<file path="config.mk">
export PLATFORM = sky130hd
export DESIGN_NAME = irq_vector_seq
export DESIGN_NICKNAME = d
export VERILOG_FILES = /design/src/rtl/irq_vector_seq.sv
export SDC_FILE = /design/constraint.sdc
export NUM_CORES = 1
export LEC_CHECK = 0
export ABC_AREA = 1
export BUFFER_PORTS_ARGS = -buffer_cell sky130_fd_sc_hd__buf_2
export CORE_MARGIN = 8
export CORE_UTILIZATION = 35
export DETAILED_ROUTE_END_ITERATION = 12
export GPL_TIMING_DRIVEN = 0
export HOLD_SLACK_MARGIN = 0.06
export PLACE_DENSITY = 0.78
export REMOVE_ABC_BUFFERS = 1
export SLEW_MARGIN = 10
export SYNTH_ARGS = -nofsm -noshare
export SYNTH_HDL_FRONTEND = slang
export SYNTH_SLANG_ARGS = --single-unit
</file>
<file path="constraint.sdc">
create_clock -name clk_i -period 1.93 [get_ports clk_i]
set_input_delay 0.2895 -clock clk_i [delete_from_list [all_inputs] [get_ports clk_i]]
set_output_delay 0.2895 -clock clk_i [all_outputs]
set_load 0.1 [all_outputs]
</file>
<file path="src/rtl/irq_vector_seq.sv">
// ---------------------------------------------------------------------------
// irq_vector_seq
//
// Hardware interrupt-vectoring sequencer. It sits between the interrupt
// controller's AXI4-Lite config port and the CPU. On a level interrupt it
// reads the vector register (IVR), presents the vector to the CPU, and waits
// for end-of-interrupt. It then writes the one-hot acknowledge (IAR) and waits
// out a hold-off before it re-arms.
//
// Optional feature macro: IRQ_VECTOR_SEQ_STATS_EN
//   defined   -> stat_served_o / stat_spurious_o are live 16-bit wrapping counters
//   undefined -> counters are not built and both outputs are tied to 0
//
// Ports:
//   clk_i, rst_i            clock, asynchronous active-low reset
//   irq_i                   level interrupt from the controller
//   m_aw*/m_w*/m_b*         AXI4-Lite write address / data / response (master)
//   m_ar*/m_r*              AXI4-Lite read address / data (master)
//   vec_valid_o, vec_o      vector offered to the CPU, captured vector
//   vec_ready_i             CPU accepts the vector
//   eoi_i                   CPU end-of-interrupt pulse (honoured only in SERVICE)
//   busy_o                  sequencer not idle
//   err_o, err_clr_i        sticky error flag and its clear (set wins)
//   stat_served_o           serviced interrupt count
//   stat_spurious_o         spurious vector read count
//   dbg_state_o             current FSM state, for debug and checkers
//
// Handshakes: a transfer happens on a rising clock edge where valid and ready
// are both high. Every valid is driven from state and completion flags only,
// never from a ready, and address/data/strobe are constant while their valid
// is high. Once raised, a valid stays high until its own handshake completes.
// ---------------------------------------------------------------------------
module irq_vector_seq #(
  parameter logic [31:0] BASE_ADDR  = 32'h0000_0000,
  parameter logic [7:0]  IVR_OFFSET = 8'h18,
  parameter logic [7:0]  IAR_OFFSET = 8'h0C,
  parameter int          N_IRQ      = 4,
  parameter int          HOLDOFF    = 2
) (
  input  logic        clk_i,
  input  logic        rst_i,
  input  logic        irq_i,
  output logic        m_awvalid_o,
  input  logic        m_awready_i,
  output logic [31:0] m_awaddr_o,
  output logic        m_wvalid_o,
  input  logic        m_wready_i,
  output logic [31:0] m_wdata_o,
  output logic [3:0]  m_wstrb_o,
  input  logic        m_bvalid_i,
  output logic        m_bready_o,
  input  logic [1:0]  m_bresp_i,
  output logic        m_arvalid_o,
  input  logic        m_arready_i,
  output logic [31:0] m_araddr_o,
  input  logic        m_rvalid_i,
  output logic        m_rready_o,
  input  logic [31:0] m_rdata_i,
  input  logic [1:0]  m_rresp_i,
  output logic        vec_valid_o,
  output logic [31:0] vec_o,
  input  logic        vec_ready_i,
  input  logic        eoi_i,
  output logic        busy_o,
  output logic        err_o,
  input  logic        err_clr_i,
  output logic [15:0] stat_served_o,
  output logic [15:0] stat_spurious_o,
  output logic [2:0]  dbg_state_o
);

  localparam logic [31:0] IVR_ADDR = BASE_ADDR + {24'h0, IVR_OFFSET};
  localparam logic [31:0] IAR_ADDR = BASE_ADDR + {24'h0, IAR_OFFSET};

  // A zero hold-off still spends one cycle in HOLD.
  localparam int HOLD_LEN = (HOLDOFF == 0) ? 1 : HOLDOFF;
  localparam int HW       = $clog2(HOLD_LEN + 1);

  typedef enum logic [2:0] {
    S_IDLE    = 3'd0,
    S_RD_A    = 3'd1,
    S_RD_D    = 3'd2,
    S_PRESENT = 3'd3,
    S_SERVICE = 3'd4,
    S_WR      = 3'd5,
    S_WR_B    = 3'd6,
    S_HOLD    = 3'd7
  } state_t;

  state_t          r_state;
  state_t          w_next;
  logic [31:0]     r_vec;
  logic            r_aw_done;
  logic            r_w_done;
  logic            r_err;
  logic [HW-1:0]   r_hold_cnt;
  logic            w_err_set;
  logic            w_hold_last;
  logic            w_aw_ok;
  logic            w_w_ok;

  assign w_hold_last = (r_hold_cnt == HW'(HOLD_LEN - 1));
  // Each write channel is complete if it finished earlier or finishes now.
  assign w_aw_ok     = r_aw_done | m_awready_i;
  assign w_w_ok      = r_w_done  | m_wready_i;

  // Next-state and error-set decode.
  always_comb begin
    w_next    = r_state;
    w_err_set = 1'b0;
    case (r_state)
      S_IDLE:    if (irq_i) w_next = S_RD_A;
      S_RD_A:    if (m_arready_i) w_next = S_RD_D;
      S_RD_D: begin
        if (m_rvalid_i) begin
          if (m_rresp_i != 2'b00) begin
            w_err_set = 1'b1;
            w_next    = S_HOLD;
          end else if (m_rdata_i == 32'hFFFF_FFFF) begin
            w_next = S_HOLD;
          end else if (m_rdata_i >= 32'(N_IRQ)) begin
            w_err_set = 1'b1;
            w_next    = S_HOLD;
          end else begin
            w_next = S_PRESENT;
          end
        end
      end
      S_PRESENT: if (vec_ready_i) w_next = S_SERVICE;
      S_SERVICE: if (eoi_i) w_next = S_WR;
      S_WR:      if (w_aw_ok && w_w_ok) w_next = S_WR_B;
      S_WR_B: begin
        if (m_bvalid_i) begin
          w_err_set = (m_bresp_i != 2'b00);
          w_next    = S_HOLD;
        end
      end
      S_HOLD:    if (w_hold_last) w_next = S_IDLE;
      default:   w_next = S_IDLE;
    endcase
  end

  always_ff @(posedge clk_i or negedge rst_i) begin
    if (!rst_i) begin
      r_state    <= S_IDLE;
      r_vec      <= '0;
      r_aw_done  <= 1'b0;
      r_w_done   <= 1'b0;
      r_err      <= 1'b0;
      r_hold_cnt <= '0;
    end else begin
      r_state <= w_next;
      if (r_state == S_RD_D && m_rvalid_i) begin
        r_vec <= m_rdata_i;
      end
      // Completion flags live only inside WR; they are cleared everywhere else
      // so the next write starts with both valids raised.
      if (r_state == S_WR) begin
        if (m_awvalid_o && m_awready_i) r_aw_done <= 1'b1;
        if (m_wvalid_o && m_wready_i)   r_w_done  <= 1'b1;
      end else begin
        r_aw_done <= 1'b0;
        r_w_done  <= 1'b0;
      end
      if (r_state == S_HOLD) begin
        r_hold_cnt <= r_hold_cnt + HW'(1);
      end else begin
        r_hold_cnt <= '0;
      end
      if (w_err_set) begin
        r_err <= 1'b1;
      end else if (err_clr_i) begin
        r_err <= 1'b0;
      end
    end
  end

  // Bus outputs are zero whenever their valid is low, so reset drives all 0.
  assign m_arvalid_o = (r_state == S_RD_A);
  assign m_araddr_o  = m_arvalid_o ? IVR_ADDR : 32'h0;
  assign m_rready_o  = (r_state == S_RD_D);
  assign m_awvalid_o = (r_state == S_WR) && !r_aw_done;
  assign m_awaddr_o  = m_awvalid_o ? IAR_ADDR : 32'h0;
  assign m_wvalid_o  = (r_state == S_WR) && !r_w_done;
  assign m_wdata_o   = m_wvalid_o ? (32'd1 << r_vec) : 32'h0;
  assign m_wstrb_o   = m_wvalid_o ? 4'hF : 4'h0;
  assign m_bready_o  = (r_state == S_WR) || (r_state == S_WR_B);
  assign vec_valid_o = (r_state == S_PRESENT);
  assign vec_o       = r_vec;
  assign busy_o      = (r_state != S_IDLE);
  assign err_o       = r_err;
  assign dbg_state_o = r_state;

`ifdef IRQ_VECTOR_SEQ_STATS_EN
  logic [15:0] r_served;
  logic [15:0] r_spurious;
  logic        w_served_inc;
  logic        w_spur_inc;

  assign w_served_inc = (r_state == S_WR_B) && m_bvalid_i && (m_bresp_i == 2'b00);
  assign w_spur_inc   = (r_state == S_RD_D) && m_rvalid_i && (m_rresp_i == 2'b00) &&
                        (m_rdata_i == 32'hFFFF_FFFF);

  always_ff @(posedge clk_i or negedge rst_i) begin
    if (!rst_i) begin
      r_served   <= '0;
      r_spurious <= '0;
    end else begin
      if (w_served_inc) r_served   <= r_served + 16'd1;
      if (w_spur_inc)   r_spurious <= r_spurious + 16'd1;
    end
  end

  assign stat_served_o   = r_served;
  assign stat_spurious_o = r_spurious;
`else
  assign stat_served_o   = 16'h0;
  assign stat_spurious_o = 16'h0;
`endif

endmodule

</file>
# ---- Word-level counts from Yosys, hierarchy flattened
# Cells that the tools add are included.
dict set report word_totals {
  wordCells 74
  register_bits 40
  in_bits 47
  out_inout_bits 175
}
dict set report op_classes {
  muxes 29
  reduce_logical 15
  n_eq_ne 19
  bitwise_logic 2
  addsub 1
  n_lt_le_gt_ge 1
  n_shift 1
}
# operator count
set ops {}
lappend ops {{3-bit two-way mux} 11}
lappend ops {{32-bit equality test, second input constant} 1}
lappend ops {{32-bit by 3-bit >= comparator with 1-bit output, second input constant} 1}
lappend ops {{32-bit two-way mux} 1}
lappend ops {{1-bit by 32-bit left shift with 32-bit output, first input constant} 1}
lappend ops {{3-bit one-hot mux with 8 select lines} 1}
lappend ops {{3-bit equality test, second input constant} 4}
lappend ops {{2-bit != test, second input constant} 6}
lappend ops {{1-bit two-way mux} 11}
lappend ops {{4-bit two-way mux} 2}
lappend ops {{2-bit by 1-bit != test with 1-bit output, second input constant} 4}
lappend ops {{8-bit AND reduction} 1}
lappend ops {{3-bit by 2-bit equality test with 1-bit output, second input constant} 2}
lappend ops {{1-bit logical AND} 6}
lappend ops {{2-bit nonzero test} 3}
lappend ops {{5-bit two-way mux} 1}
lappend ops {{3-bit by 1-bit equality test with 1-bit output, second input constant} 1}
lappend ops {{3-bit zero test} 1}
lappend ops {{3-bit nonzero test} 1}
lappend ops {{2-bit by 1-bit adder with 2-bit output, second input constant} 1}
lappend ops {{2-bit by 1-bit equality test with 1-bit output, second input constant} 1}
lappend ops {{1-bit zero test} 2}
lappend ops {{2-bit two-way mux} 1}
lappend ops {{1-bit bitwise OR} 2}
lappend ops {{2 further kinds} 2}

# ---- Longest topological paths before layout
# Gate-level depths: netlist of run 1.
dict set report depth {
  depth_word 7
  depth_mapped 11
  depth_no_buf 11
}

# ---- Least setup slack after synthesis of run 1
# No wires, ideal clock.
dict set report synth_path {
  path_type {register to output}
  start {register r_state[0] (netlist: dbg_state_o[0])}
  end {output m_wdata_o[21]}
  path_buffers 1
  stages_incl_launch_ff 7
  arrival_time_ns 4.911
  path_slack_ns -3.270
  required_time_ns 1.640
  cell_sequence {dfrtp_1 > ha_1 > nand2_2 > nor2_2 > nand3_2 > buf_2 > nor3_1}
}
dict set report synth_between {
  elab_chain_cells 3
}
# item line_no
set synth_rtl {}
lappend synth_rtl {{start: declaration} 90} ;# state_t r_state;
lappend synth_rtl {{start signal: assignment} 152} ;# r_state <= w_next;
lappend synth_rtl {{3-bit equality test} 184} ;# assign m_wvalid_o = (r_state == S_WR) && !r_w_done;
lappend synth_rtl {{1-bit logical AND} 184}
lappend synth_rtl {{via m_wvalid_o} 46} ;# output logic m_wvalid_o,
lappend synth_rtl {{32-bit two-way mux} 185} ;# assign m_wdata_o = m_wvalid_o ? (32'd1 << r_vec) : 32'h0;
lappend synth_rtl {{end: declaration} 48} ;# output logic [31:0] m_wdata_o,
# The timed path passes the listed nets, and every way through them passes these cells.

# ---- Final worst setup path of run 1
dict set report layout_path {
  start {register r_vec[13] (netlist: vec_o[13])}
  end {output m_wdata_o[18]}
}
dict set report layout_between {
  elab_chain_cells 2
}
# item line_no
set layout_rtl {}
lappend layout_rtl {{start: declaration} 92} ;# logic [31:0] r_vec;
lappend layout_rtl {{start signal: assignment} 154} ;# r_vec <= m_rdata_i;
lappend layout_rtl {{1-bit by 32-bit left shift with 32-bit output} 185}
lappend layout_rtl {{32-bit two-way mux} 185}
# No other way between the ends.

==> summary.txt, run 1 <==
Run status
  – Status: finished, violations left
  – Violated checks: negative setup slack

Final layout
  – Layout Nets: ~630
  – Fin util: 0.5396
  – P&R area growth vs syn: 51.01%
  – N_diodes: 0
  – Fraction of layout cells with a size suffix above 1: 0.3677

Synth
  – Yosys top cell area share: 0.3244
  – Synth top cells by count: 119 x nand2_1, 103 x buf_4, 50 x nor2_1, 40 x dfrtp_1, 36 x nor3_1
  – Syn. warnings: 0
  – Top cells by area, synth: dfrtp_1 32%, buf_4 25%, nand2_1 14%
  – EDFF count, synth: 0
  – Avg Inst Size Synth: just over 7 um2
  – Synth Instances: approximately 440
  – Netlist cell types: 28
  – Biggest area consumer among synthesized cells: dfrtp_1
  – Netlist Area Pre-Place: approximately 0.0031 mm2
  – Post-synthesis sequential area ratio: 0.3244
  – Most common cell in the synthesized netlist: nand2_1
  – Asr flop ratio synth: 1.000
  – Number of synthesized register bits: 40
  – Main flop type after synthesis: dfrtp_1

Route
  – Post-route ant nets: 0
  – Initial DRC Count: around 160
  – DR DRC count: 0
  – Drt via density: 4.465
  – Drt total wl: 10.68 mm
  – WL/cell: 15.48 um
  – Vias: 3081
  – Pre-antenna DRT Iters: 4

Place
  – Post-Place Worst Slack: -1.342 ns
  – DP HPWL: approximately 7.3 mm
  – Port-buffer cells: ~130
  – Gpl congestion: just under 0.9

Clock tree
  – Clock Path Buffers: 2
  – CTS clock-pin slew for the worst setup and hold paths: 0.08 ns
  – Root Buffer: clkbuf_8
  – Clock Latency Late Sink: 0.29 ns
  – CTS tree: done
  – CTS buffer count: 5
  – H-tree levels: 2
  – Clock Sinks: 40

Die
  – Site row count: 34
  – Die X: 109.9 um
  – Core area: ~0.0086 mm2
  – Die H: 109.9 um
  – Full die area: 0.01208 mm2
  – I/O pin count: 222
  – Initial core utilization: 0.3573

Timing
  – Hold Vio Cnt, Final: 0
  – Min cycle time layout: 2.442 ns
  – Crit share post-route: 1.266
  – WHS: 0.1339 ns
  – RSZ-0062 raised after global routing: yes
  – Worst slew margin: 0.3787
  – Slew Limit Fails: 0
  – Setup total negative slack: -13.72 ns
  – Setup Viol. Count Final: 32
  – Max Clk Rate: 409.4 MHz
  – Worst Slack Setup Final: -0.5124 ns
  – Tightest Pin Transition: 0.9320 ns
  – Setup Skew: ~0.008 ns

Worst setup path
  – CP Class: register to output pin
  – Crit Path Max Fanout: 8
  – Worst EP required: 1.64 ns
  – Critical path launch point type: register
  – Reg2reg path depth: 10
  – Arrival time at the worst endpoint: about 2.2 ns
  – CP endpoint kind: output pin

Job
  – Max Cap Viol: 0

Worst hold path
  – Hold crit path type: primary input to asynchronous set/reset pin

Global routing
  – First-pass GRT wire length: 14.39 mm
  – Largest net degree at the start of global routing: between 40 and 50
  – Vias in the first global route: 3000
  – GRT Total Usage: 0.1501
  – Aggregate global routing overflow: 0
  – Antenna violations before repair: 0
-- routing by layer --
metal / vias to the layer above / global-route usage / share of wire
li1: 1482 / - / -
met1: 1417 / 0.1567 / 0.36
met2: 165 / 0.2860 / 0.54
met3: 17 / 0.03048 / 0.089
met4: 0 / 0.05689 / 0.017
met5: - / 0 / 0
-- flip-flops by register name, indices dropped and copies added, names as in the netlist --
| signal | flops |
|---|---|
| r_w_done | 1 |
| err_o | 1 |
| r_hold_cnt | 2 |
| dbg_state_o | 3 |
| r_aw_done | 1 |
| vec_o | 32 |
-- final timing paths --
| path | slack [ns] | to | startpoint |
|---|---|---|---|
| max | -0.51 | m_wdata_o[18] | vec_o[13]$_DFFE_PN0P_ |
| min | 0.13 | vec_o[22]$_DFFE_PN0P_ | rst_i |
| max reg2reg | 0.10 | vec_o[2]$_DFFE_PN0P_ | dbg_state_o[1]$_DFFE_PN0P_ |
| min in group clk_i | 0.22 | vec_o[8]$_DFFE_PN0P_ | m_rdata_i[8] |
| min reg2reg | 0.43 | r_hold_cnt[0]$_DFF_PN0_ | r_hold_cnt[0]$_DFF_PN0_ |
| max in group asynchronous | 1.12 | vec_o[3]$_DFFE_PN0P_ | rst_i |
-- stage by stage --
step	instance area (um2)	instances
CTS	4172	686
global route	4659	690
finish	4659	690
floorplan	2616	417
detailed placement	3397	654
global placement	3397	654
-- critical path, stage by stage, from the launching register on --
cell and delay, ns:
dfrtp_1 0.39, or2_1 0.23, nor2_1 0.11, nand2_1 0.10, nor2_4 0.24, nand4_1 0.22, buf_6 0.20, nor3_4 0.16
buf_12 0.20
-- repair_timing --
item,in CTS,in global routing
pin swaps,32,29
setup endpoints to repair,78,66
gates resized for setup,129,103
hold buffers,0,0
gates cloned,4,0
buffers inserted,20,4
-- cell usage in the layout, fill, tap and decap left out, types with 7 or more instances in the layout --
| master | count |
|---|---|
| conb_1 | 92 |
| inv_1 | 23 |
| dfrtp_1 | 37 |
| nand2_1 | 118 |
| clkbuf_8 | 7 |
| buf_6 | 18 |
| buf_12 | 27 |
| buf_4 | 16 |
| o21ai_0 | 14 |
| nor2_1 | 47 |
| clkbuf_4 | 7 |
| buf_2 | 83 |
| nand4_1 | 10 |
| nor3_4 | 26 |
| nand3_1 | 8 |
-- area by class of cell --
| cell class | instances | area [um2] |
|---|---|---|
| fill | 758 | 3976 |
| tap | 108 | 135.1 |
| sequential | 40 | 1007 |
| timing repair buffer | 153 | 1360 |
| clock inverter | 2 | 15.01 |
| multi-input combinational | 353 | 1944 |
| timing repair inverter | 1 | 7.507 |
| inverter | 27 | 107.6 |
| clock buffer | 6 | 82.58 |
-- cell families (layout without fill, tap and decap cells) --
logic type / count (synthesis) / in the layout / synth area share
other: 1 / 92 / 0.001215
adder cells (fa/ha/maj): 5 / 5 / 0.02028
buffers and inverters: 139 / 189 / 0.2956
AND/OR/NAND/NOR: 233 / 236 / 0.3220
flip-flops: 40 / 40 / 0.3244
AO/OA/AOI/OAI: 20 / 20 / 0.03650
Power of run 1 is left out: the tool's default activity adds up to more than one toggle a clock period on the data nets, which glitch-free logic cannot reach.
==> inputs of run 2 (changes only) <==
Settings changed: PLACE_DENSITY 0.78 to 0.82.
==> summary.txt, run 2 (same netlist as run 1, synthesis figures left out) <==
Place
  – Gpl congestion: 0.8198 (-5.6%)
  – DP HPWL: 7.230 mm (-0.87%)
  – Post-Place Worst Slack: -0.8248 ns (+0.5167 ns)
  – Port-buffer cells: 129 (unchanged)

Global routing
  – GRT Total Usage: 0.1561 (+0.006079)
  – Vias in the first global route: 2949 (-1.7%)
  – Largest net degree at the start of global routing: 41 (unchanged)
  – Antenna violations before repair: 0 (unchanged)
  – First-pass GRT wire length: 14.93 mm (+3.8%)
  – Aggregate global routing overflow: 0 (unchanged)

Die
  – Full die area: 0.01208 mm2 (unchanged)
  – Site row count: 34 (unchanged)
  – Core area: 0.008636 mm2 (unchanged)
  – Die X: 109.9 um (unchanged)
  – Die H: 109.9 um (unchanged)
  – Initial core utilization: 0.3573 (unchanged)
  – I/O pin count: 222 (unchanged)

Worst setup path
  – Arrival time at the worst endpoint: 2.14 ns (about the same)
  – CP Class: register to output pin
  – CP top delay family: simple AND/OR/NAND/NOR gates
  – CP peak stage delay: 0.39 ns (about the same)
  – Worst path cell trace: or2_1, nor2_2, nand2_2, nor2_4, nand4_1, buf_4, nor3_2, buf_6
  – Bufs and invs on worst path: 2 (unchanged)
  – Crit Path Max Fanout: 8 (unchanged)
  – Critical path launch point type: register
  – CP endpoint kind: output pin
  – Worst EP required: 1.64 ns (about the same)
  – Critical-path top delay cell: dfrtp_1

Timing
  – Tightest Pin Transition: 0.9321 ns (+0.00009561 ns)
  – RSZ-0062 raised after global routing: yes
  – Worst slew margin: 0.3786 (about the same)
  – Setup total negative slack: -13.04 ns (+0.6842 ns)
  – Setup Viol. Count Final: 32 (unchanged)
  – Crit share post-route: 1.260 (-0.005864)
  – Slew Limit Fails: 0 (unchanged)
  – Hold Vio Cnt, Final: 0 (unchanged)
  – Min cycle time layout: 2.431 ns (-0.01132 ns)
  – Max Clk Rate: 411.3 MHz (+0.47%)
  – Worst Slack Setup Final: -0.5011 ns (+0.01132 ns)
  – Setup Skew: 0.008966 ns (+0.0009677 ns)

Clock tree
  – Hold-fix buffers at CTS: 0 (unchanged)
  – CTS tree: done
  – Clock Sinks: 40 (unchanged)
  – Clock Latency Late Sink: 0.29 ns (about the same)
  – Root Buffer: clkbuf_8
  – CTS clock-pin slew for the worst setup and hold paths: 0.09 ns (about the same)
  – CTS buffer count: 5 (unchanged)
  – H-tree levels: 2 (unchanged)
  – Clock Path Buffers: 2 (unchanged)

Final layout
  – P&R area growth vs syn: 55.72%
  – Layout Nets: 637 (+0.63%)
  – Largest register FFs: 32 (unchanged)
  – Fraction of layout cells with a size suffix above 1: 0.3771 (+0.009436)
  – Most frequent cells in the layout: 117 x nand2_1, 92 x conb_1, 83 x buf_2, 46 x nor2_1, 37 x dfrtp_1
  – N_diodes: 0 (unchanged)
  – Commonest non-fill, non-tap cell in the layout: nand2_1
  – Fin util: 0.5564 (+0.01681)

Job
  – Max Cap Viol: 0 (unchanged)

Route
  – Pre-antenna DRT Iters: 6 (+2)
  – Drt via density: 4.415 (-1.1%)
  – Vias: 3064 (-0.55%)
  – Post-route ant nets: 0 (unchanged)
  – Initial DRC Count: 165 (+3.8%)
  – DR DRC count: 0 (unchanged)
  – WL/cell: 15.68 um (+1.3%)
  – Drt total wl: 10.88 mm (+1.9%)

Run status
  – Violated checks: negative setup slack
  – Status: finished, violations left

Worst hold path
  – Hold crit path type: primary input to asynchronous set/reset pin
run 2: metrics by stage:
stage / cell area [um2] / instances / hold WS, ns
after global placement: 3397 / 654 / 0.4274
after detailed placement: 3400 / 654 / 0.4531
after global routing: 4805 / 694 / 0.2076
after CTS: 4519 / 686 / 0.1571
after floorplan: 2616 / 417 / -0.006091
final: 4805 / 694 / 0.1375
run 2: path summary, 6_finish.rpt:
kind,to,slack (ns),from,cells after the start
max in group asynchronous,vec_o[3]$_DFFE_PN0P_,1.11,rst_i,1
worst min-delay path,vec_o[27]$_DFFE_PN0P_,0.14,rst_i,1
worst max-delay path,m_wdata_o[20],-0.50,vec_o[13]$_DFFE_PN0P_,8
worst max register to register,err_o$_DFFE_PN0P_,0.12,dbg_state_o[1]$_DFFE_PN0P_,10
worst min register to register,r_hold_cnt[0]$_DFF_PN0_,0.45,r_hold_cnt[0]$_DFF_PN0_,1
min in group clk_i,vec_o[18]$_DFFE_PN0P_,0.21,m_rdata_i[18],3
run 2: timing repair:
item,in CTS,in global routing
pin swaps,23,17
gates cloned,3,0
gates resized for setup,200,53
buffers inserted,21,8
endpoints found under the setup margin,78,62
run 2: cell type report:
| type | count | area [um2] |
|---|---|---|
| well taps | 108 | 135.1 |
| repair inverters | 1 | 7.507 |
| inverters | 27 | 110.1 |
| fillers | 762 | 3831 |
| multi-input cells | 352 | 1943 |
| clock inverters | 2 | 15.01 |
| clock buffers | 6 | 82.58 |
| flip-flops and latches | 40 | 1007 |
| repair buffers | 158 | 1504 |
run 2: per-layer routing:
layer,up-vias,GRT usage,share of wire
met5,-,0,0
met4,0,0.02314,0.0042
met3,8,0.04572,0.090
met2,155,0.2945,0.54
met1,1413,0.1703,0.36
li1,1488,-,-
run 2: worst register-to-register path: stages, from the launching register on:
cell        delay, ns
dfrtp_1          0.40
buf_4            0.15
ha_1             0.23
inv_2            0.11
nor2_4           0.06
buf_12           0.13
nand2_8          0.15
clkinvlp_4       0.12
buf_6            0.16
nand3_1          0.11
nand3_1          0.06
Power of run 2 is left out for the same reason.
==> inputs of run 3 (changes only) <==
Settings changed: CORE_MARGIN 8 to 2.
==> summary.txt, run 3 (same netlist as run 1, synthesis figures left out) <==
Timing
  – Min cycle time layout: 2.468 ns (+0.03705 ns)
  – Crit share post-route: 1.279 (+0.01920)
  – RSZ-0062 raised after global routing: yes
  – Tightest Pin Transition: 0.9238 ns (-0.008308 ns)
  – Setup Viol. Count Final: 32 (unchanged)
  – Slew Limit Fails: 0 (unchanged)
  – Worst slew margin: 0.3841 (+0.005539)
  – Worst Slack Setup Final: -0.5382 ns (-0.03705 ns)
  – Max Clk Rate: 405.2 MHz (-1.5%)
  – Hold Vio Cnt, Final: 0 (unchanged)
  – Setup Skew: 0.008801 ns (-0.0001649 ns)

Run status
  – Status: finished, violations left
  – Violated checks: negative setup slack

Worst setup path
  – Crit Path Max Fanout: 8 (unchanged)
  – CP peak stage delay: 0.39 ns (about the same)
  – Worst EP required: 1.64 ns (about the same)
  – CP Class: register to output pin
  – Worst path cell trace: or2_1, nor2_1, nand2_1, nor2_4, nand4_1, nor3_2, buf_6
  – CP endpoint kind: output pin
  – Arrival time at the worst endpoint: 2.18 ns (+0.04 ns)
  – Reg2reg path depth: 10 (unchanged)
  – Critical path launch point type: register
  – Critical-path top delay cell: dfrtp_1

Final layout
  – Fin util: 0.5507 (-0.005650)
  – Layout Nets: 636 (-0.16%)
  – N_diodes: 0 (unchanged)
  – Most frequent cells in the layout: 118 x nand2_1, 92 x conb_1, 83 x buf_2, 47 x nor2_1, 37 x dfrtp_1
  – Largest register FFs: 32 (unchanged)
  – Fraction of layout cells with a size suffix above 1: 0.3761 (-0.001065)
  – P&R area growth vs syn: 54.14%
  – Commonest non-fill, non-tap cell in the layout: nand2_1

Die
  – Site row count: 34 (unchanged)
  – Core area: 0.008636 mm2 (unchanged)
  – Die X: 97.89 um (-11%)
  – Die H: 97.89 um (-11%)
  – Initial core utilization: 0.3573 (unchanged)
  – Full die area: 0.009582 mm2 (-21%)
  – I/O pin count: 222 (unchanged)

Global routing
  – GRT Total Usage: 0.1685 (+0.01232)
  – Antenna violations before repair: 0 (unchanged)
  – First-pass GRT wire length: 13.10 mm (-12%)
  – Largest net degree at the start of global routing: 41 (unchanged)
  – Vias in the first global route: 2713 (-8.0%)
  – Aggregate global routing overflow: 0 (unchanged)

Clock tree
  – Hold-fix buffers at CTS: 0 (unchanged)
  – Root Buffer: clkbuf_8
  – Clock Path Buffers: 2 (unchanged)
  – CTS clock-pin slew for the worst setup and hold paths: 0.09 ns (about the same)
  – CTS tree: done
  – H-tree levels: 2 (unchanged)
  – CTS buffer count: 5 (unchanged)
  – Clock Sinks: 40 (unchanged)
  – Clock Latency Late Sink: 0.30 ns (about the same)

Worst hold path
  – Hold crit path type: primary input to asynchronous set/reset pin

Route
  – Drt total wl: 9.797 mm (-10%)
  – WL/cell: 14.14 um (-9.8%)
  – DR DRC count: 0 (unchanged)
  – Pre-antenna DRT Iters: 4 (-2)
  – Vias: 3094 (+0.98%)
  – Initial DRC Count: 96 (-42%)
  – Drt via density: 4.465 (+1.1%)
  – Post-route ant nets: 0 (unchanged)

Place
  – DP HPWL: 5.891 mm (-19%)
  – Gpl congestion: 0.7996 (-2.5%)
  – Port-buffer cells: 129 (unchanged)

Job
  – Max Cap Viol: 0 (unchanged)
[run 3: cell types whose count changed in the layout (fill, tap and decap cells not counted), sizes merged]
cell | previous run | this run
clkbuf | 10 | 7
clkinv | 1 | 0
clkinvlp | 4 | 5
inv | 25 | 26
nand2 | 121 | 122
[run 3: area by class of cell]
cell class | count | area [um2]
inverters | 27 | 107.6
repair inverters | 2 | 12.51
clock inverters | 2 | 15.01
well taps | 108 | 135.1
flip-flops and latches | 40 | 1007
repair buffers | 155 | 1426
clock buffers | 6 | 82.58
multi-input cells | 353 | 1969
fillers | 783 | 3880
[run 3: per-stage QoR]
step	cells	setup TNS, ns	cell area (um2)	hold WS, ns	worst slack [ns]
finish	693	-13.79	4756	0.1294	-0.5382
global placement	654	-45.17	3397	0.4265	-1.293
global route	693	-17.58	4756	0.1964	-0.6631
detailed placement	654	-30.31	3400	0.4516	-0.7936
floorplan	417	-360.77	2616	-0.006091	-7.040
CTS	676	-13.12	4011	0.1532	-0.4471
[run 3: final timing paths]
path	start	endpoint	slack [ns]
max reg2reg	dbg_state_o[0]$_DFFE_PN0P_	err_o$_DFFE_PN0P_	0.14
min reg2reg	r_hold_cnt[0]$_DFF_PN0_	r_hold_cnt[0]$_DFF_PN0_	0.48
max in group asynchronous	rst_i	vec_o[3]$_DFFE_PN0P_	1.12
min	rst_i	vec_o[29]$_DFFE_PN0P_	0.13
min in group clk_i	m_rdata_i[25]	vec_o[25]$_DFFE_PN0P_	0.21
max	vec_o[13]$_DFFE_PN0P_	m_wdata_o[6]	-0.54
[run 3: critical path: cells and delay by family (launching register included)]
family | cells | cell delay (ns)
buffers and inverters | 1 | 0.26
AND/OR/NAND/NOR | 6 | 1.22
flip-flops | 1 | 0.39
[run 3: per-layer routing]
metal  up-vias  GRT usage  share of wire
li1       1488          -              -
met1      1438     0.1902           0.38
met2       153     0.3130           0.54
met3        15    0.04009          0.068
met4         0    0.05021          0.015
met5         -          0              0
[run 3: repair_timing]
action / in CTS / in global routing
hold endpoints to repair: 0 / 0
pin swaps: 9 / 17
buffers inserted: 11 / 17
gates resized for setup: 113 / 140
setup endpoints to repair: 78 / 68
gates cloned: 3 / 2
Power of run 3 is left out for the same reason.
